$ cat config.mk
export PLATFORM = sky130hd
export DESIGN_NAME = register_file_flat
export DESIGN_NICKNAME = d
export VERILOG_FILES = /design/src/rtl/register_file_if.sv /design/src/rtl/register_file.sv /design/src/flat_wrapper.sv
export SDC_FILE = /design/constraint.sdc
export NUM_CORES = 2
export LEC_CHECK = 0
export ABC_CLOCK_PERIOD_IN_PS = 51300
export CAP_MARGIN = 20
export CORE_MARGIN = 2
export CORE_UTILIZATION = 62
export DETAILED_ROUTE_END_ITERATION = 12
export PLACE_DENSITY = 0.8
export RECOVER_POWER = 25
export SLEW_MARGIN = 20
export SYNTH_ARGS = -nofsm -noshare
export SYNTH_HDL_FRONTEND = slang
export SYNTH_SLANG_ARGS = --single-unit
$ cat constraint.sdc
create_clock -name clk_in -period 51.3 [get_ports clk_in]
set_clock_uncertainty 0.15 [all_clocks]
set_input_delay 5.13 -clock clk_in [delete_from_list [all_inputs] [get_ports clk_in]]
set_output_delay 5.13 -clock clk_in [all_outputs]
set_load 0.01 [all_outputs]
$ cat src/rtl/register_file_if.sv
// Decoder/ROB-facing bundle of the architectural register file.
// Master = decoder + ROB side, slave = register file.
interface register_file_if #(
    parameter int ROB_SIZE_BIT = 4
);
    logic                    rdy_in;
    logic                    clear;

    logic [4:0]              set_reg_id;
    logic [31:0]             set_val;
    logic [ROB_SIZE_BIT-1:0] set_reg_on_rob_id;

    logic [4:0]              set_dep_reg_id;
    logic [ROB_SIZE_BIT-1:0] set_dep_rob_id;

    logic [4:0]              get_reg_id1;
    logic [4:0]              get_reg_id2;

    logic [31:0]             val1;
    logic                    has_dep1;
    logic [ROB_SIZE_BIT-1:0] dep1;
    logic [31:0]             val2;
    logic                    has_dep2;
    logic [ROB_SIZE_BIT-1:0] dep2;

    logic [ROB_SIZE_BIT-1:0] get_rob_id1;
    logic                    rob_value1_ready;
    logic [31:0]             rob_value1;
    logic [ROB_SIZE_BIT-1:0] get_rob_id2;
    logic                    rob_value2_ready;
    logic [31:0]             rob_value2;

    logic [5:0]              pending_cnt;

    modport master (
        output rdy_in, clear,
        output set_reg_id, set_val, set_reg_on_rob_id,
        output set_dep_reg_id, set_dep_rob_id,
        output get_reg_id1, get_reg_id2,
        output rob_value1_ready, rob_value1,
        output rob_value2_ready, rob_value2,
        input  val1, has_dep1, dep1,
        input  val2, has_dep2, dep2,
        input  get_rob_id1, get_rob_id2,
        input  pending_cnt
    );

    modport slave (
        input  rdy_in, clear,
        input  set_reg_id, set_val, set_reg_on_rob_id,
        input  set_dep_reg_id, set_dep_rob_id,
        input  get_reg_id1, get_reg_id2,
        input  rob_value1_ready, rob_value1,
        input  rob_value2_ready, rob_value2,
        output val1, has_dep1, dep1,
        output val2, has_dep2, dep2,
        output get_rob_id1, get_rob_id2,
        output pending_cnt
    );
endinterface

$ cat src/rtl/register_file.sv
// Architectural register file x0..x31 with per-register ROB rename tags.
// Optional REGFILE_ROB_BYPASS_EN: resolve tagged lookups from ROB values.
module register_file #(
    parameter int ROB_SIZE_BIT = 4
) (
    input logic             clk_in,
    input logic             rst_in,
    register_file_if.slave  rf
);

    typedef logic [ROB_SIZE_BIT-1:0] rob_id_t;

    logic [31:0][31:0] value_q, value_d;
    logic [31:0]       busy_q,  busy_d;
    rob_id_t [31:0]    tag_q,   tag_d;
    logic [5:0]        pending_q, pending_d;

    logic commit_v;
    logic disp_v;
    logic commit_hit;
    logic disp_new;
    logic cnt_inc;
    logic cnt_dec;

    assign commit_v = (rf.set_reg_id != 5'd0);
    assign disp_v   = (rf.set_dep_reg_id != 5'd0);

    // Next-state: flush, commit writeback, dispatch rename, pending count
    always_comb begin
        value_d    = value_q;
        busy_d     = busy_q;
        tag_d      = tag_q;
        pending_d  = pending_q;
        commit_hit = 1'b0;
        disp_new   = 1'b0;
        cnt_inc    = 1'b0;
        cnt_dec    = 1'b0;
        if (rf.clear) begin
            busy_d    = '0;
            pending_d = '0;
        end else begin
            if (commit_v) begin
                value_d[rf.set_reg_id] = rf.set_val;
                if (busy_q[rf.set_reg_id] &&
                    tag_q[rf.set_reg_id] == rf.set_reg_on_rob_id) begin
                    busy_d[rf.set_reg_id] = 1'b0;
                    commit_hit = 1'b1;
                end
            end
            if (disp_v) begin
                busy_d[rf.set_dep_reg_id] = 1'b1;
                tag_d[rf.set_dep_reg_id]  = rf.set_dep_rob_id;
                disp_new = !busy_q[rf.set_dep_reg_id];
            end
            // A rename of the committing register keeps it busy
            cnt_inc = disp_new;
            cnt_dec = commit_hit &&
                      !(disp_v && rf.set_dep_reg_id == rf.set_reg_id);
            if (cnt_inc && !cnt_dec)
                pending_d = pending_q + 6'd1;
            else if (cnt_dec && !cnt_inc)
                pending_d = pending_q - 6'd1;
        end
    end

    // State registers; rdy_in low freezes everything
    always_ff @(posedge clk_in or posedge rst_in) begin
        if (rst_in) begin
            value_q   <= '0;
            busy_q    <= '0;
            tag_q     <= '0;
            pending_q <= '0;
        end else if (rf.rdy_in) begin
            value_q   <= value_d;
            busy_q    <= busy_d;
            tag_q     <= tag_d;
            pending_q <= pending_d;
        end
    end

    assign rf.pending_cnt = pending_q;
    assign rf.get_rob_id1 = tag_q[rf.get_reg_id1];
    assign rf.get_rob_id2 = tag_q[rf.get_reg_id2];

    // Operand 1 lookup against pre-edge state
    always_comb begin
        rf.val1     = '0;
        rf.has_dep1 = 1'b0;
        rf.dep1     = '0;
        if (rf.get_reg_id1 == 5'd0) begin
            rf.val1 = '0;
        end else if (!busy_q[rf.get_reg_id1]) begin
            rf.val1 = value_q[rf.get_reg_id1];
`ifdef REGFILE_ROB_BYPASS_EN
        end else if (rf.rob_value1_ready) begin
            rf.val1 = rf.rob_value1;
`endif
        end else begin
            rf.has_dep1 = 1'b1;
            rf.dep1     = tag_q[rf.get_reg_id1];
        end
    end

    // Operand 2 lookup against pre-edge state
    always_comb begin
        rf.val2     = '0;
        rf.has_dep2 = 1'b0;
        rf.dep2     = '0;
        if (rf.get_reg_id2 == 5'd0) begin
            rf.val2 = '0;
        end else if (!busy_q[rf.get_reg_id2]) begin
            rf.val2 = value_q[rf.get_reg_id2];
`ifdef REGFILE_ROB_BYPASS_EN
        end else if (rf.rob_value2_ready) begin
            rf.val2 = rf.rob_value2;
`endif
        end else begin
            rf.has_dep2 = 1'b1;
            rf.dep2     = tag_q[rf.get_reg_id2];
        end
    end

`ifndef REGFILE_ROB_BYPASS_EN
    // Tagged operands resolve later via RS/LSB broadcast
    logic unused_rob;
    assign unused_rob = ^{rf.rob_value1_ready, rf.rob_value1,
                          rf.rob_value2_ready, rf.rob_value2};
`endif

endmodule

$ cat src/flat_wrapper.sv
// flat-port wrapper written by rule: the top's interface ports become plain ports
module register_file_flat 
#(
    parameter int ROB_SIZE_BIT = 4
)
  (clk_in, rst_in, rf_rdy_in, rf_clear, rf_set_reg_id, rf_set_val, rf_set_reg_on_rob_id, rf_set_dep_reg_id, rf_set_dep_rob_id, rf_get_reg_id1, rf_get_reg_id2, rf_rob_value1_ready, rf_rob_value1, rf_rob_value2_ready, rf_rob_value2, rf_val1, rf_has_dep1, rf_dep1, rf_val2, rf_has_dep2, rf_dep2, rf_get_rob_id1, rf_get_rob_id2, rf_pending_cnt);
  register_file_if #(.ROB_SIZE_BIT(ROB_SIZE_BIT)) rf_i ();
  input logic clk_in;
  input logic rst_in;
  input wire logic [$bits(rf_i.rdy_in)-1:0] rf_rdy_in;
  input wire logic [$bits(rf_i.clear)-1:0] rf_clear;
  input wire logic [$bits(rf_i.set_reg_id)-1:0] rf_set_reg_id;
  input wire logic [$bits(rf_i.set_val)-1:0] rf_set_val;
  input wire logic [$bits(rf_i.set_reg_on_rob_id)-1:0] rf_set_reg_on_rob_id;
  input wire logic [$bits(rf_i.set_dep_reg_id)-1:0] rf_set_dep_reg_id;
  input wire logic [$bits(rf_i.set_dep_rob_id)-1:0] rf_set_dep_rob_id;
  input wire logic [$bits(rf_i.get_reg_id1)-1:0] rf_get_reg_id1;
  input wire logic [$bits(rf_i.get_reg_id2)-1:0] rf_get_reg_id2;
  input wire logic [$bits(rf_i.rob_value1_ready)-1:0] rf_rob_value1_ready;
  input wire logic [$bits(rf_i.rob_value1)-1:0] rf_rob_value1;
  input wire logic [$bits(rf_i.rob_value2_ready)-1:0] rf_rob_value2_ready;
  input wire logic [$bits(rf_i.rob_value2)-1:0] rf_rob_value2;
  output wire logic [$bits(rf_i.val1)-1:0] rf_val1;
  output wire logic [$bits(rf_i.has_dep1)-1:0] rf_has_dep1;
  output wire logic [$bits(rf_i.dep1)-1:0] rf_dep1;
  output wire logic [$bits(rf_i.val2)-1:0] rf_val2;
  output wire logic [$bits(rf_i.has_dep2)-1:0] rf_has_dep2;
  output wire logic [$bits(rf_i.dep2)-1:0] rf_dep2;
  output wire logic [$bits(rf_i.get_rob_id1)-1:0] rf_get_rob_id1;
  output wire logic [$bits(rf_i.get_rob_id2)-1:0] rf_get_rob_id2;
  output wire logic [$bits(rf_i.pending_cnt)-1:0] rf_pending_cnt;
  assign rf_i.rdy_in = rf_rdy_in;
  assign rf_i.clear = rf_clear;
  assign rf_i.set_reg_id = rf_set_reg_id;
  assign rf_i.set_val = rf_set_val;
  assign rf_i.set_reg_on_rob_id = rf_set_reg_on_rob_id;
  assign rf_i.set_dep_reg_id = rf_set_dep_reg_id;
  assign rf_i.set_dep_rob_id = rf_set_dep_rob_id;
  assign rf_i.get_reg_id1 = rf_get_reg_id1;
  assign rf_i.get_reg_id2 = rf_get_reg_id2;
  assign rf_i.rob_value1_ready = rf_rob_value1_ready;
  assign rf_i.rob_value1 = rf_rob_value1;
  assign rf_i.rob_value2_ready = rf_rob_value2_ready;
  assign rf_i.rob_value2 = rf_rob_value2;
  assign rf_val1 = rf_i.val1;
  assign rf_has_dep1 = rf_i.has_dep1;
  assign rf_dep1 = rf_i.dep1;
  assign rf_val2 = rf_i.val2;
  assign rf_has_dep2 = rf_i.has_dep2;
  assign rf_dep2 = rf_i.dep2;
  assign rf_get_rob_id1 = rf_i.get_rob_id1;
  assign rf_get_rob_id2 = rf_i.get_rob_id2;
  assign rf_pending_cnt = rf_i.pending_cnt;
  register_file #(.ROB_SIZE_BIT(ROB_SIZE_BIT)) u_core (.clk_in(clk_in), .rst_in(rst_in), .rf(rf_i));
endmodule
* Yosys cells after proc, flatten, opt, wreduce, memory -nomap -nowiden
Cells that the tools add are included.
** Word-level totals
- Input bits :: 130
- Flip-flop bits (word level) :: 1190
** Operators by class
- Add/subtract/negate cells :: 2
- Reduce and logical (&&, ||, !) cells :: 19
- Equal/unequal tests :: 2
- Bitwise operators :: 4
- Mux-type cells :: 53
- Magnitude comparators :: 6
** Operator list (number)
- bitwise mux 1024 bit :: 1
- two-way mux 32 bit :: 12
- binary-select mux 32 bit (select 5 bit) :: 2
- demux 32 bit (select 5 bit) :: 1
- bitwise mux 128 bit :: 1
- binary-select mux 4 bit (select 5 bit) :: 3
- AND 32 bit :: 1
- two-way mux 4 bit :: 8
- inverter 32 bit :: 1
- bitwise OR 32 bit :: 1
- < comparator 5 x 6 -> 1 bit (second input constant) :: 4
- binary-select mux 1 bit (select 5 bit) :: 4
- demux 4 bit (select 5 bit) :: 1
- two-way mux 6 bit :: 3
- two-way mux 1 bit :: 15
- demux 1 bit (select 5 bit) :: 2
- >= comparator 5 x 1 -> 1 bit (second input constant) :: 2
- logical NOT 5 bit :: 2
- nonzero test 5 bit :: 2
- logical AND 1 bit :: 7
- adder 6 x 1 -> 6 bit (second input constant) :: 1
- AND reduction 3 bit :: 2
- subtractor 6 x 1 -> 6 bit (second input constant) :: 1
- equality test 5 bit :: 1
- 5 further kinds :: 8

* Logic depth before layout (Yosys ltp)
- Depth in word-level cells :: 12
- Gate-level depth with buffers :: 19
- Mapped depth without buffers :: 15

* Worst setup path after synthesis
OpenSTA, ideal clock, no wires.
- Path kind :: input to output
- Start :: input rf_get_reg_id1[0]
- End :: output rf_val1[13]
- Arrival :: 7.758 ns
- Stages on the path :: 8
- Path buffers :: 4
- Data required time :: 46.020 ns
- Slack :: 38.262 ns
- Path through :: buf_2 > buf_2 > clkbuf_1 > buf_1 > mux4_2 > mux4_2 > a21oi_1 > nor2_1
** Between the ends
- Longest elaborated chain between the ends :: 4
- Elaborated cells between the ends (all ways) :: 7
- Those cells by class :: mux: 6; reduce/logical: 1
** RTL lines
- start, declared :: RTL line flat_wrapper.sv:17 : input wire logic [$bits(rf_i.get_reg_id1)-1:0] rf_get_reg_id1;
- binary-select mux 32 bit (select 5 bit) / binary-select mux 1 bit (select 5 bit) (equally long branches) :: RTL line register_file.sv:93, register_file.sv:92
- two-way mux 32 bit (not written as such) / two-way mux 1 bit (equally long branches) :: RTL line register_file.sv:93, register_file.sv:92
- two-way mux 32 bit :: RTL line register_file.sv:92 : end else if (!busy_q[rf.get_reg_id1]) begin
- two-way mux 32 bit * :: RTL line register_file.sv:90 : if (rf.get_reg_id1 == 5'd0) begin
- end, declared :: RTL line flat_wrapper.sv:23 : output wire logic [$bits(rf_i.val1)-1:0] rf_val1;
Mark *: on every way between the ends. The rest lies on a longest branch, timed or not. The select of a mux whose other input is x is not followed.

==> metrics.yaml <==
asyncSetResetFlopFracSynth_pct: 100.0
report.power.total_mw: 2.543
fin_crit_ns: 23.10
cts_made_buffers: 121
critPathMostFrequentCell: "sky130_fd_sc_hd__clkbuf_1"
power_frac_comb_pct: 18.3
synth-seq-area-share_pct: 45.62
crit_buf_inv: 4
synthFlopType: "sky130_fd_sc_hd__dfrtp_1"
path_class: "in -> async"
remaining_drc_errors: 0
gp_congestion: 0.9631
setup_total_negative_slack_ns: 0
grt_util_all_layers_pct: 36.49
drt_iter0_drc: 4953
p_seq_share_pct: 45.4
synth_edf_count: 0
insertion_delay_ns: 0.74
timing.critical_path.required_ns: 49.77
netSwitchingFraction_pct: 26.77
post_cts_resized: 0
violations: "max-capacitance violations, max-slew violations"
synth.ff_latch_count: 1190
timing.max_cap.violations: 8
hpwlAfterDp_mm: 104.4
timing_worst_slew_pin_value_ns: 8.681
powerDensity_nw_per_um2: 35.56
setup.worst_path.end_class: "async pin"
dieArea_um2: 107900
multi_input_area_um2: 33710
gr-total-overflow: 0
report.final.slew_viol_count: 612
postPlaceCellArea_um2: 67480
power_report.internal_total_mw: 1.863
design_area_um2: 71520
post_synth_instance_area_um2: 65270
hold_viol_final: 0
p_switching_mw: 0.6809
yosys.cell_types.count: 67
routed-via-count: 43075
run_status: "finished with violations"
instance_count_of_the_mapped_netlist: 4399
critical_path.top_delay_family: "buffers and inverters"
total_number_of_clock_tree_sinks: 1190
worst_ir_drop_vdd_v: 0.00003220
achievable-frequency_ghz: 0.04329
clockRootBuffer: "sky130_fd_sc_hd__clkbuf_16"
std_cell_rows: 119
post-cts-setup-buffers: 0
cp_slowest_stage_delay_ns: 6.50
path_cells: "dlygate4sd3_1, clkinvlp_2, clkbuf_1, clkbuf_1"
die_x_um: 328.5
synth_area_per_cell_um2: 14.84
htreeDepth: 3
drtAntennaViolNets: 0
crit_arrival_ns: 21.57
period_share_pct: 45.03
avgViaCountPerCell: 7.483
worst-r2r-cell-count: 15
area.growth.synth_to_final_pct: 9.567
layout.cells.most_common_list: "1190 x sky130_fd_sc_hd__dfrtp_1, 1179 x sky130_fd_sc_hd__mux2_2, 600 x sky130_fd_sc_hd__mux4_2"
cp_slowest_cell: "sky130_fd_sc_hd__clkbuf_1"
synth_warn: 0
die_h_um: 328.5
clk_transition_reported_paths_ns: 0.06
worstHoldEndpoint: "u_core.value_q[4]"
ff_latch_area_um2: 29780
cts_hold_buffers: 0
clockPowerShare_pct: 36.3
drt-pass1-iter-count: 7
coreArea_um2: 104800
startpoint_type_of_the_worst_setup_path: "input pin"
routed_wire_length_per_instance_um: 33.85
share_of_post_route_cells_with_drive_strength_above_1_pct: 48.73
tritoncts: "done"
finalNetCount: 4398
syn_nets: 4534
r2r_end: "u_core.rf.pending_cnt[5]"
power_leakage_nw: 31.84
design.portCount: 218
holdWs_ns: 0.2498
layout.cells.most_common: "sky130_fd_sc_hd__dfrtp_1"
reg2reg_setup_slack_ns: 46.74
maxSlewHeadroom_pct: -478.7
initial_core_util_pct: 62.27
finalSetupViolations: 0
pin_count_of_the_biggest_net_entering_global_routing: 178
rr_startpoint: "u_core.tag_q[37]"
hold_depth: 0
grt_pass1_vias: 43839
clockBufferDepth: 3
port_buffers: 151
min-delay-start: "u_core.value_q[4]"
rsz_0062_raised_after_global_routing: "no"
fill_cell_instance_count_of_the_final_layout: 7082
route.final.wire_length_mm: 194.8
hp-class: "reg -> reg"
antenna_found_initial: 9
critical_path_stages: 4
critical_path.max_fanout: 168
wire_length_of_the_first_global_routing_pass_mm: 289.6
-- through the flow --
stage          cells  setup WS [ns]  utilization [%]
2_1_floorplan   4399          12.50                -
3_5_place_dp    5531          35.82            64.38
3_3_place_gp    5530          35.81            64.36
6_report        5756          28.20            68.23
4_1_cts         5752          35.81            68.32
5_1_grt         5755          24.76            68.22
-- worst register-to-register path, stage by stage (launching register included) --
cell                       delay (ns)
sky130_fd_sc_hd__dfrtp_1         0.41
sky130_fd_sc_hd__mux2i_1         0.34
sky130_fd_sc_hd__o22ai_1         0.17
sky130_fd_sc_hd__nor4_1          0.85
sky130_fd_sc_hd__a21oi_1         0.15
sky130_fd_sc_hd__and4b_1         0.42
sky130_fd_sc_hd__nand4_4         0.16
sky130_fd_sc_hd__nand2_2         0.18
sky130_fd_sc_hd__ha_1            0.25
sky130_fd_sc_hd__a21o_1          0.17
sky130_fd_sc_hd__a21oi_1         0.24
sky130_fd_sc_hd__o21bai_1        0.10
sky130_fd_sc_hd__a21oi_1         0.28
sky130_fd_sc_hd__nand2_1         0.08
sky130_fd_sc_hd__or4_1           0.39
sky130_fd_sc_hd__nand4_1         0.10
-- metal layers --
layer / wire length, um / global-route usage (%) / up-vias
li1: - / - / 16865
met1: 73430 / 49.81 / 22874
met2: 90870 / 55.89 / 2687
met3: 21060 / 9.618 / 641
met4: 9407 / 15.98 / 8
met5: 51 / 0 / -
-- sequential cells by signal (all words and copies together) (netlist names) --
register / count
u_core.tag_q: 128
u_core.value_q: 1024
u_core.busy_q: 32
u_core.rf.pending_cnt: 6
-- layout make-up --
cell class	count	area share (%)
Sequential cell	1190	41.64
Multi-Input combinational cell	2713	47.13
Inverter	11	0.06648
Clock inverter	52	0.8783
Antenna cell	4	0.01400
Tap cell	1391	2.434
Timing Repair Buffer	226	2.941
Clock buffer	169	4.897
-- cells in the mapped netlist (3+ instances only) --
cell	n	area (um2)
sky130_fd_sc_hd__a211o_1	4	35.03
sky130_fd_sc_hd__a211oi_1	38	285.3
sky130_fd_sc_hd__a21o_1	3	22.52
sky130_fd_sc_hd__a21oi_1	56	280.3
sky130_fd_sc_hd__a221o_1	3	30.03
sky130_fd_sc_hd__a221oi_1	45	394.1
sky130_fd_sc_hd__a22o_1	8	70.07
sky130_fd_sc_hd__a22oi_1	8	60.06
sky130_fd_sc_hd__a31oi_1	8	50.05
sky130_fd_sc_hd__and2_1	14	87.58
sky130_fd_sc_hd__buf_1	117	439.2
sky130_fd_sc_hd__buf_2	48	240.2
sky130_fd_sc_hd__buf_4	6	45.04
sky130_fd_sc_hd__buf_6	4	45.04
sky130_fd_sc_hd__clkbuf_1	309	1160
sky130_fd_sc_hd__dfrtp_1	1190	29780
sky130_fd_sc_hd__ha_1	4	50.05
sky130_fd_sc_hd__inv_1	10	37.54
sky130_fd_sc_hd__mux2_2	1179	13280
sky130_fd_sc_hd__mux2i_1	242	2422
sky130_fd_sc_hd__mux4_2	600	13510
sky130_fd_sc_hd__nand2_1	71	266.5
sky130_fd_sc_hd__nand2b_1	12	75.07
sky130_fd_sc_hd__nand3_1	15	75.07
sky130_fd_sc_hd__nand3b_1	5	37.54
sky130_fd_sc_hd__nand4_1	4	25.02
sky130_fd_sc_hd__nand4b_1	4	35.03
sky130_fd_sc_hd__nor2_1	115	431.7
sky130_fd_sc_hd__nor2b_1	24	150.1
sky130_fd_sc_hd__nor3_1	13	65.06
sky130_fd_sc_hd__nor3b_1	6	45.04
sky130_fd_sc_hd__nor4_1	9	56.30
sky130_fd_sc_hd__o211ai_1	19	142.6
sky130_fd_sc_hd__o21ai_0	18	90.09
sky130_fd_sc_hd__o221ai_1	31	271.5
sky130_fd_sc_hd__o22ai_1	85	531.8
sky130_fd_sc_hd__o32ai_1	3	26.28
sky130_fd_sc_hd__or2_2	19	118.9
sky130_fd_sc_hd__or3_1	7	43.79
sky130_fd_sc_hd__or4_1	3	22.52
sky130_fd_sc_hd__or4b_2	3	30.03
sky130_fd_sc_hd__or4bb_1	4	45.04
sky130_fd_sc_hd__xor2_1	5	43.79
-- power groups by stage --
stage | sequential, mW | combinational, mW | clock (mW)
after floorplan | 1.14 | 0.350 | 0
after global routing | 1.17 | 0.495 | 0.968
after detailed placement | 1.17 | 0.464 | 0
after CTS | 1.15 | 0.467 | 0.928
after global placement | 1.15 | 0.452 | 0
final | 1.15 | 0.467 | 0.922
-- how the worst max path moves through the flow --
stage,from,end,slack (ns)
3_3_place_gp,rf_get_reg_id1[3],rf_val1[17],35.81
5_1_grt,rst_in,u_core.value_q[135],24.76
6_report,rst_in,u_core.value_q[135],28.20
3_5_place_dp,rf_get_reg_id1[3],rf_val1[17],35.82
2_1_floorplan,rst_in,u_core.busy_q[0],12.50
4_1_cts,rf_get_reg_id1[3],rf_val1[17],35.81
-- logic make-up (layout without fill, tap and decap cells) --
| family | after synthesis | count (layout) | synth area share [%] |
|---|---|---|---|
| multiplexers | 2021 | 2021 | 44.75 |
| XOR/XNOR | 7 | 7 | 0.09393 |
| adder cells (fa/ha/maj) | 5 | 5 | 0.1074 |
| flip-flops | 1190 | 1190 | 45.62 |
| buffers and inverters | 496 | 458 | 3.042 |
| AND/OR/NAND/NOR | 344 | 344 | 2.764 |
| other | 0 | 4 | 0 |
| AO/OA/AOI/OAI | 336 | 336 | 3.615 |
No activity file was read; power rests on OpenSTA's default activity.
